<file path="config.mk">
export PLATFORM = sky130hd
export DESIGN_NAME = gpio_ctrl_apb_master
export DESIGN_NICKNAME = d
export VERILOG_FILES = /design/src/rtl/gpio_ctrl_pkg.sv /design/src/rtl/gpio_ctrl_apb_timer.sv /design/src/rtl/gpio_ctrl_apb_master.sv
export SDC_FILE = /design/constraint.sdc
export NUM_CORES = 1
export LEC_CHECK = 0
export CAP_MARGIN = 10
export CORE_UTILIZATION = 33
export CTS_BUF_LIST = sky130_fd_sc_hd__clkbuf_8
export DETAILED_ROUTE_END_ITERATION = 16
export PLACE_DENSITY = 0.78
export SLEW_MARGIN = 20
export SYNTH_ARGS = -nofsm -noshare
export SYNTH_HDL_FRONTEND = slang
export SYNTH_HIERARCHICAL = 1
export SYNTH_SLANG_ARGS = --single-unit
</file>
<file path="constraint.sdc">
create_clock -name clk -period 3 [get_ports clk]
set_input_delay 0.6 -clock clk [delete_from_list [all_inputs] [get_ports clk]]
set_output_delay 0.6 -clock clk [all_outputs]
set_load 0.01 [all_outputs]
</file>
<file path="src/rtl/gpio_ctrl_pkg.sv">
// Shared types for the GPIO controller APB initiator: FSM state encoding and
// the default ACCESS timeout used when GPIO_CTRL_APB_TIMEOUT_EN is defined.
package gpio_ctrl_pkg;

  typedef enum logic [1:0] {
    ST_IDLE   = 2'd0,
    ST_SETUP  = 2'd1,
    ST_ACCESS = 2'd2,
    ST_RESP   = 2'd3
  } apb_mst_state_e;

  localparam int TIMEOUT_CYCLES_DEFAULT = 255;

endpackage

</file>
<file path="src/rtl/gpio_ctrl_apb_timer.sv">
// ACCESS wait-state counter; only instantiated when GPIO_CTRL_APB_TIMEOUT_EN is defined.
// expired flags the stalled cycle on which the count reaches LIMIT.
module gpio_ctrl_apb_timer #(
  parameter logic [15:0] LIMIT = 16'd255
) (
  input  logic clk,
  input  logic rst,
  input  logic clear,
  input  logic inc,
  output logic expired
);

  logic [15:0] cnt_q, cnt_d;

  always_comb begin
    cnt_d = cnt_q;
    if (clear)    cnt_d = '0;
    else if (inc) cnt_d = cnt_q + 16'd1;
  end

  assign expired = inc && (cnt_q == LIMIT - 16'd1);

  always_ff @(posedge clk) begin
    if (rst) cnt_q <= '0;
    else     cnt_q <= cnt_d;
  end

endmodule

</file>
<file path="src/rtl/gpio_ctrl_apb_master.sv">
// Single-outstanding APB initiator bridging a valid/ready command/response pair.
// Optional ACCESS timeout is enabled by defining GPIO_CTRL_APB_TIMEOUT_EN.
module gpio_ctrl_apb_master
  import gpio_ctrl_pkg::*;
#(
  parameter int ADDR_WIDTH     = 10,
  parameter int TIMEOUT_CYCLES = TIMEOUT_CYCLES_DEFAULT
) (
  input  logic                  clk,
  input  logic                  rst,
  input  logic                  cmd_valid,
  output logic                  cmd_ready,
  input  logic                  cmd_write,
  input  logic [ADDR_WIDTH-1:0] cmd_addr,
  input  logic [3:0]            cmd_strb,
  input  logic [31:0]           cmd_wdata,
  output logic                  rsp_valid,
  input  logic                  rsp_ready,
  output logic [31:0]           rsp_rdata,
  output logic                  rsp_err,
  output logic                  rsp_timeout,
  output logic [ADDR_WIDTH-1:0] paddr,
  output logic                  pwrite,
  output logic                  psel,
  output logic                  penable,
  output logic [3:0]            pstrb,
  output logic [31:0]           pwdata,
  input  logic [31:0]           prdata,
  input  logic                  pready,
  input  logic                  pslverr
);

  if (TIMEOUT_CYCLES < 1 || TIMEOUT_CYCLES > 65535) begin : g_bad_timeout
    $error("TIMEOUT_CYCLES must be in 1..65535");
  end

  apb_mst_state_e        state_q, state_d;
  logic [ADDR_WIDTH-1:0] addr_q, addr_d;
  logic                  write_q, write_d;
  logic [3:0]            strb_q, strb_d;
  logic [31:0]           wdata_q, wdata_d;
  logic [31:0]           rdata_q, rdata_d;
  logic                  err_q, err_d;
  logic                  active;

`ifdef GPIO_CTRL_APB_TIMEOUT_EN
  logic tmo_q, tmo_d;
  logic tmo_hit;

  // Counter restarts on every accepted command, i.e. on entry to SETUP.
  gpio_ctrl_apb_timer #(
    .LIMIT (16'(TIMEOUT_CYCLES))
  ) u_timer (
    .clk     (clk),
    .rst     (rst),
    .clear   (cmd_valid && cmd_ready),
    .inc     ((state_q == ST_ACCESS) && !pready),
    .expired (tmo_hit)
  );

  assign rsp_timeout = tmo_q;
`else
  assign rsp_timeout = 1'b0;
`endif

  always_comb begin
    state_d = state_q;
    addr_d  = addr_q;
    write_d = write_q;
    strb_d  = strb_q;
    wdata_d = wdata_q;
    rdata_d = rdata_q;
    err_d   = err_q;
`ifdef GPIO_CTRL_APB_TIMEOUT_EN
    tmo_d   = tmo_q;
`endif
    case (state_q)
      ST_IDLE: begin
        if (cmd_valid) begin
          addr_d  = cmd_addr;
          write_d = cmd_write;
          strb_d  = cmd_strb;
          wdata_d = cmd_wdata;
          state_d = ST_SETUP;
        end
      end
      ST_SETUP: state_d = ST_ACCESS;
      ST_ACCESS: begin
        // A completing pready wins over a timeout landing on the same cycle.
        if (pready) begin
          rdata_d = write_q ? 32'd0 : prdata;
          err_d   = pslverr;
`ifdef GPIO_CTRL_APB_TIMEOUT_EN
          tmo_d   = 1'b0;
`endif
          state_d = ST_RESP;
        end
`ifdef GPIO_CTRL_APB_TIMEOUT_EN
        else if (tmo_hit) begin
          rdata_d = 32'd0;
          err_d   = 1'b1;
          tmo_d   = 1'b1;
          state_d = ST_RESP;
        end
`endif
      end
      ST_RESP: if (rsp_ready) state_d = ST_IDLE;
      default: state_d = ST_IDLE;
    endcase
  end

  always_ff @(posedge clk) begin
    if (rst) begin
      state_q <= ST_IDLE;
      addr_q  <= '0;
      write_q <= 1'b0;
      strb_q  <= '0;
      wdata_q <= '0;
      rdata_q <= '0;
      err_q   <= 1'b0;
`ifdef GPIO_CTRL_APB_TIMEOUT_EN
      tmo_q   <= 1'b0;
`endif
    end else begin
      state_q <= state_d;
      addr_q  <= addr_d;
      write_q <= write_d;
      strb_q  <= strb_d;
      wdata_q <= wdata_d;
      rdata_q <= rdata_d;
      err_q   <= err_d;
`ifdef GPIO_CTRL_APB_TIMEOUT_EN
      tmo_q   <= tmo_d;
`endif
    end
  end

  // Bus fields are forced to zero outside the SETUP/ACCESS window.
  assign active    = (state_q == ST_SETUP) || (state_q == ST_ACCESS);
  assign cmd_ready = (state_q == ST_IDLE);
  assign rsp_valid = (state_q == ST_RESP);
  assign rsp_rdata = rdata_q;
  assign rsp_err   = err_q;
  assign psel      = active;
  assign penable   = (state_q == ST_ACCESS);
  assign paddr     = active ? addr_q : '0;
  assign pwrite    = active && write_q;
  assign pstrb     = (active && write_q) ? strb_q : 4'd0;
  assign pwdata    = active ? wdata_q : 32'd0;

endmodule

</file>
==> metrics.yaml, run 1 <==
clk_latency_ns: 0.34
synth-async-reset-ratio: 0
synth_top_area_share: 0.461
die_h_um: 106
io_pins: 170
synthTopCellsByArea: "dfxtp_1 46%, nand2_1 13%, a21oi_1 8.4%, nand4b_1 7.9%, and2_1 7.7%"
start_kind: "register"
grt-ovfl-total: 0
setup_viol: 0
place_inst: 700
cp_cell_sequence: "inv_1 -> ha_2 -> buf_4 -> and3_1 -> clkdlybuf4s50_1"
synth_edf_count: 0
die-area_um2: 11200
fin_crit_sh: 0.937
holdBufCountCts: 0
criticalPathCategory: "register to output port"
drc: 0
synth.most_common_cell: "nand2_1"
area_delta_synth_final_pct: 53.5
synth-compound-area-share: 0.143
viasPerCell: 4.75
critical_path_required_ns: 2.40
synth.avg_cell_area_um2: 8.34
syn_nets: 515
rows: 37
instances_no_fill: 716
cts_resized: 0
ys_dominant_reg_cell: "dfxtp_1"
power_mw: 3.40
hpwl_um: 6860
slew_headroom: 0.507
timing_hold_violations_final: 0
wl_met2_um: 4750
power.leakage_nw: 1.92
dr_wl_met3_um: 708
synth-simple-area-share: 0.316
hold_class: "register to register"
route.top_layer_used: "met4"
wl_per_cell_um: 13.7
track_usage: 0.172
synth_adder_area_share: 0.0105
placeableCoreArea_um2: 10400
synth-xor-area-share: 0
ys_seq_elements: 82
period_needed_ns: 2.81
cap_violations: 0
yosys_warnings: 6
arrival_ns: 2.21
first_pass_iters: 4
irDropWorstVdd_mv: 0.307
status: "finished, final reports clean"
critPathMaxStageDelay_ns: 0.54
grt_pass1_wl_um: 15600
place.port_buffers: 168
fin_ws_ns: 0.190
post_cts_buffers: 0
synth_common_cells: "119 x nand2_1, 82 x dfxtp_1, 60 x a21oi_1"
grt_pass1_vias: 3342
cts_tree: "built"
ys_types: 23
rsz0062_at_grt: "false"
synthMuxAreaShare: 0
clkTransAtPathRegs_ns: 0.08
root_buffer: "clkbuf_8"
initial_core_util: 0.342
report.final.slew_viol_count: 0
n_antenna_cell: 0
antenna_found_initial: 0
synth_area_um2: 3560
synth_top_area_cell: "dfxtp_1"
num_vias: 3402
critPathSlowestCell: "clkdlybuf4s50_1"
wl_met1_um: 4260
ant_nets: 0
clock_sinks: 82
htreeDepth: 3
clockBufferDepth: 2
routed_wirelength_um: 9820
crit_fanout: 22
nFillCells: 972
layout.nets: 663
gp_congestion: 0.710
drive_above_1_share: 0.102
fmax_mhz: 356
tns_ns: 0
die_width_um: 106
dp_slack_ns: 0.479
synth_top_family_by_area: "simple AND/OR/NAND/NOR gates"
grt_max_degree: 48
synthCells: 427
finClkSkew_ns: 0.0131
drt_iter0_drc: 177
synth-seq-area-share: 0.461
tightest_slew_ns: 0.740
numCtsBuffers: 9
crit_path_end_kind: "output port"
final_util: 0.525
p_per_area_nw_per_um2: 622
area by class of cell:
type | count | area (um2) | share of cell area
well taps | 136 | 170 | 0.0311
multi-input cells | 302 | 1680 | 0.308
flip-flops and latches | 82 | 1640 | 0.300
clock buffers | 9 | 124 | 0.0227
clock inverters | 7 | 93.8 | 0.0172
repair buffers | 177 | 1740 | 0.319
inverters | 3 | 11.3 | 0.00206
registers in the layout (all words and copies together), names as in the netlist:
register	flops
addr_q	10
state_q	2
wdata_q	32
write_q	1
rsp_rdata	32
rsp_err	1
strb_q	4
cells in the final DEF, fill, tap and decap left out, types with 2 or more instances in the layout:
cell type,instances
buf_4,9
nand2_2,11
bufinv_16,2
nand4b_1,32
clkdlybuf4s50_1,167
inv_1,4
dfxtp_1,82
a21oi_2,20
ha_1,2
a21oi_1,60
nand2_1,119
and3_1,4
and2_1,43
clkbuf_8,9
nor2b_1,2
metrics by stage:
stage                     cell area, um2  hold slack (ns)
after floorplan                     3560            0.432
after global placement              5250            0.436
after detailed placement            5250            0.443
after CTS                           5470            0.455
after global routing                5470            0.467
final                               5470            0.452
final timing paths:
check	from	to	slack, ns	depth (start not counted)
hold reg to reg	addr_q[0]	addr_q[0]	0.45	2
setup reg to reg	state_q[1]	addr_q[5]	1.14	6
hold / removal	addr_q[0]	addr_q[0]	0.45	2
setup / recovery	state_q[1]	pstrb[0]	0.19	5
layer usage:
metal | track usage | up-vias
met5 | 0 | -
met4 | 0.0506 | 0
met3 | 0.0466 | 11
met2 | 0.291 | 129
met1 | 0.213 | 1562
li1 | - | 1700
worst max-delay path, delay by kind of cell (launching register included):
family	cells	cell delay [ns]
buffers and inverters	3	0.85
and+or+nand+nor	1	0.18
DFF	1	0.39
adders and majority gates	1	0.45
cells by family (layout without fill, tap and decap cells):
family          count (synthesis)  after routing
other cells                     1              1
buf+inv                        43            196
fa+ha+maj                       3              3
flops                          82             82
simple gates                  214            214
compound gates                 84             84
where the power goes:
group	total (mW)	switching, mW	internal (mW)	leakage [nW]
combinational	1.17	0.601	0.572	1.14
sequential	1.35	0.0894	1.27	0.669
clock	0.871	0.402	0.469	0.111
total	3.40	1.09	2.31	1.92
No activity file was read; power rests on OpenSTA's default activity.
==> inputs of run 2 (changes only) <==
--- a/config.mk
+++ b/config.mk
@@ -5,10 +5,10 @@
 export SDC_FILE = /design/constraint.sdc
 export NUM_CORES = 1
 export LEC_CHECK = 0
-export CAP_MARGIN = 10
 export CORE_UTILIZATION = 33
 export CTS_BUF_LIST = sky130_fd_sc_hd__clkbuf_8
 export DETAILED_ROUTE_END_ITERATION = 16
+export GPL_ROUTABILITY_DRIVEN = 0
 export PLACE_DENSITY = 0.78
 export SLEW_MARGIN = 20
 export SYNTH_ARGS = -nofsm -noshare
==> constraint.sdc (replaced) <==
create_clock -name clk -period 2.6 [get_ports clk]
set_input_delay 0.52 -clock clk [delete_from_list [all_inputs] [get_ports clk]]
set_output_delay 0.52 -clock clk [all_outputs]
set_load 0.01 [all_outputs]
==> metrics.yaml, run 2 (synthesis results as in run 1) <==
io_pins: 170
cap_violations: 0
num_vias: 3455
criticalPathCategory: "register to output port"
ff2ff_path_depth: 6
wl_met1_um: 4310
critical_path_required_ns: 2.08
setup_viol: 0
crit_path_end_kind: "output port"
n_antenna_cell: 0
wl_per_cell_um: 14.0
area_delta_synth_final_pct: 55.0
crit_fanout: 24
clock_sinks: 82
multiInputGateArea_um2: 1690
first_pass_iters: 5
p_clk_frac: 0.244
hpwl_um: 6710
grt-ovfl-total: 0
dr_wl_met3_um: 804
grt_pass1_vias: 3381
die_width_um: 106
internal_power_mw: 2.73
rr_startpoint: "state_q[0]"
reg2reg_slack_ns: 0.70
placeableCoreArea_um2: 10400
clkTransAtPathRegs_ns: 0.08
viasPerCell: 4.83
ant_nets: 0
irDropWorstVdd_mv: 0.325
drt_iter0_drc: 109
arrival_ns: 1.97
dp_slack_ns: 0.399
layout.nets: 664
timing.hold.ws_ns: 0.450
hold_class: "register to register"
routed_wirelength_um: 9990
p_per_area_nw_per_um2: 726
htreeDepth: 3
die_h_um: 106
root_buffer: "clkbuf_8"
period_needed_ns: 2.49
grt_pass1_wl_um: 15800
route.top_layer_used: "met4"
cp-endpoint: "pstrb[0]"
report.final.slew_viol_count: 0
drive_above_1_share: 0.103
nFillCells: 968
rows: 37
slew_headroom: 0.590
power.leakage_nw: 1.95
final_cell_mix: "166 x clkdlybuf4s50_1, 119 x nand2_1, 81 x dfxtp_1"
antenna_found_initial: 0
drc: 0
timing_hold_violations_final: 0
regArea_um2: 1640
layout_commonest_cell: "clkdlybuf4s50_1"
tns_ns: 0
power_switching_mw: 1.28
track_usage: 0.174
tightest_slew_ns: 0.612
cts_tree: "built"
clockBufferDepth: 2
die-area_um2: 11200
fin_crit_sh: 0.959
grt_max_degree: 49
switching_share: 0.319
regToRegEndpoint: "rsp_rdata[31]"
power_frac_comb: 0.365
fmax_mhz: 401
initial_core_util: 0.342
fin_ws_ns: 0.107
wl_met2_um: 4780
status: "finished, final reports clean"
numCtsBuffers: 9
clk_latency_ns: 0.34
startpoint: "state_q[0]"
seqPwrFrac: 0.391
post_cts_buffers: 0
place.port_buffers: 168
finClkSkew_ns: 0.00983
start_kind: "register"
[run 2: worst min-delay path by stage]
stage,end,cells after the start,from,slack (ns)
after CTS,rsp_rdata[11],2,rsp_rdata[11],0.45
after floorplan,addr_q[0],2,addr_q[0],0.43
after global placement,rsp_rdata[6],2,rsp_rdata[6],0.44
final,rsp_rdata[11],2,rsp_rdata[11],0.45
after detailed placement,rsp_rdata[11],2,rsp_rdata[11],0.44
after global routing,rsp_rdata[11],2,rsp_rdata[11],0.47
[run 2: cell type report]
type,count,area share
flip-flops and latches,82,0.298
inverters,3,0.00204
repair buffers,178,0.325
clock inverters,6,0.0152
clock buffers,9,0.0224
well taps,136,0.0308
multi-input cells,302,0.307
[run 2: power by group through the flow]
stage | registers [mW] | logic, mW | clock network [mW]
2_1_floorplan | 1.59 | 0.782 | 0
3_3_place_gp | 1.59 | 1.36 | 0
3_5_place_dp | 1.60 | 1.38 | 0
4_1_cts | 1.57 | 1.38 | 1.02
5_1_grt | 1.60 | 1.60 | 1.07
6_report | 1.57 | 1.46 | 0.977
[run 2: stage by stage]
stage | total power, mW | utilization | cells | cell area, um2
floorplan | 2.37 | - | 427 | 3560
CTS | 3.97 | 0.526 | 715 | 5480
global placement | 2.95 | 0.506 | 700 | 5270
finish | 4.01 | 0.530 | 716 | 5520
detailed placement | 2.98 | 0.506 | 700 | 5270
global route | 4.27 | 0.530 | 716 | 5520
[run 2: repair_timing]
action / CTS / global route
resized for setup: 0 / 4
hold buffers: 0 / 0
setup endpoints to repair: 0 / 47
[run 2: metal layers]
metal / GRT usage / vias to the layer above
met2: 0.302 / 124
met5: 0 / -
met1: 0.205 / 1619
met3: 0.0576 / 11
met4: 0.0486 / 0
li1: - / 1701
[run 2: worst max-delay path: stages, from the launching register on]
cell and delay (ns):
dfxtp_1 0.34, inv_1 0.10, ha_4 0.31, buf_12 0.16, and3_1 0.18, clkdlybuf4s50_1 0.53
==> inputs of run 3 (changes only) <==
==> constraint.sdc (replaced) <==
create_clock -name clk -period 2.4 [get_ports clk]
set_input_delay 0.48 -clock clk [delete_from_list [all_inputs] [get_ports clk]]
set_output_delay 0.48 -clock clk [all_outputs]
set_load 0.01 [all_outputs]
==> metrics.yaml, run 3 (synthesis results as in run 1) <==
setup_viol: 0
routed_wirelength_um: 10000
final_cell_mix: "120 x clkdlybuf4s50_1, 119 x nand2_1, 80 x dfxtp_1"
crit_buf_inv: 3
place_area_um2: 5290
viasPerCell: 4.77
regArea_um2: 1640
startpoint: "state_q[1]"
critical_path_required_ns: 1.92
placeableCoreArea_um2: 10400
clkTransAtPathRegs_ns: 0.08
criticalPathCategory: "register to output port"
ant_nets: 0
antenna_found_initial: 0
finClkSkew_ns: 0.00860
power.leakage_nw: 2.35
n_antenna_cell: 0
numCtsBuffers: 9
die_h_um: 106
first_pass_iters: 6
cap_violations: 0
fmax_mhz: 442
drc: 0
root_buffer: "clkbuf_8"
num_vias: 3428
grt-ovfl-total: 0
rr_startpoint: "state_q[1]"
nFillCells: 961
critPathSlowestCell: "clkdlybuf4s50_1"
area_delta_synth_final_pct: 55.0
place.port_buffers: 168
layout_commonest_cell: "clkdlybuf4s50_1"
hold_start: "rsp_rdata[6]"
die_width_um: 106
report.final.slew_viol_count: 0
rsz0062_at_grt: "false"
status: "finished, final reports clean"
hold-path-cell-count: 2
die-area_um2: 11200
start_kind: "register"
initial_core_util: 0.342
cp_cell_sequence: "inv_1 -> ha_4 -> buf_12 -> clkdlybuf4s50_1"
ff2ff_path_depth: 6
clockBufferDepth: 2
reg2reg_slack_ns: 0.69
tns_ns: 0
clock_sinks: 82
arrival_ns: 1.78
grt_max_degree: 49
hold_class: "register to register"
track_usage: 0.179
clk_latency_ns: 0.34
crit_path_end_kind: "output port"
design_area_um2: 5520
drive_above_1_share: 0.111
irDropWorstVdd_mv: 0.390
cp.depth: 4
fin_crit_sh: 0.942
grt_pass1_wl_um: 16100
wl_per_cell_um: 13.9
io_pins: 170
rows: 37
tightest_slew_ns: 0.632
drt_iter0_drc: 135
grt_pass1_vias: 3450
critPathMaxStageDelay_ns: 0.56
htreeDepth: 3
slew_headroom: 0.577
critPathTopFamily: "buffers and inverters"
hpwl_um: 6810
crit_fanout: 34
p_per_area_nw_per_um2: 770
layout.nets: 667
period_needed_ns: 2.26
multiInputGateArea_um2: 1690
cts_tree: "built"
timing_hold_violations_final: 0
## run 3: changes by cell type in the layout (fill, tap and decap cells not counted), moves of 3 or more
cell	delta
dlygate4sd2_1	+33
buf_4	+3
clkdlybuf4s50_1	-46
dlymetal6s2s_1	+13
## run 3: final cells by class
class,instances,share of cell area
timing repair buffer,181,0.325
multi-input combinational,302,0.307
sequential,82,0.298
tap,136,0.0308
clock buffer,9,0.0224
clock inverter,6,0.0152
inverter,3,0.00204
## run 3: where the power goes
part	switching [mW]	internal (mW)	leakage, nW
logic	0.766	0.732	1.58
clock network	0.481	0.575	0.103
registers	0.117	1.58	0.669
total	1.36	2.89	2.35
## run 3: timing repair
item | CTS | global route
setup endpoints to repair | 48 | 14
setup buffers | 0 | 2
pin swaps | 0 | 0
hold buffers | 0 | 0
resized for setup | 36 | 16
## run 3: worst reg2reg max path, delay by kind of cell (launching register included)
family	cells	cell delay, ns
AOI/OAI and AO/OA	1	0.15
and+or+nand+nor	2	0.61
DFF	1	0.34
buffers and inverters	2	0.32
adders and majority gates	1	0.21
## run 3: final timing paths
kind | end
worst min-delay path | rsp_rdata[6]
worst max register to register | rsp_err
worst min register to register | rsp_rdata[6]
worst max-delay path | psel
## run 3: per-stage QoR
stage                     setup slack [ns]  hold WS, ns  total power, mW  std cells  utilization
final                                0.139        0.452             4.25        719        0.530
after global routing                0.0585        0.450             4.54        719        0.530
after CTS                          0.00421        0.447             4.31        717        0.525
after detailed placement             0.261        0.444             3.25        702        0.508
after global placement               0.309        0.437             3.21        702        0.508
after floorplan                      0.618        0.432             2.57        427            -
## run 3: per-layer routing
layer,part of all wire,track usage
met5,0,0
met4,0.015,0.0794
met3,0.079,0.0570
met2,0.47,0.300
met1,0.43,0.210
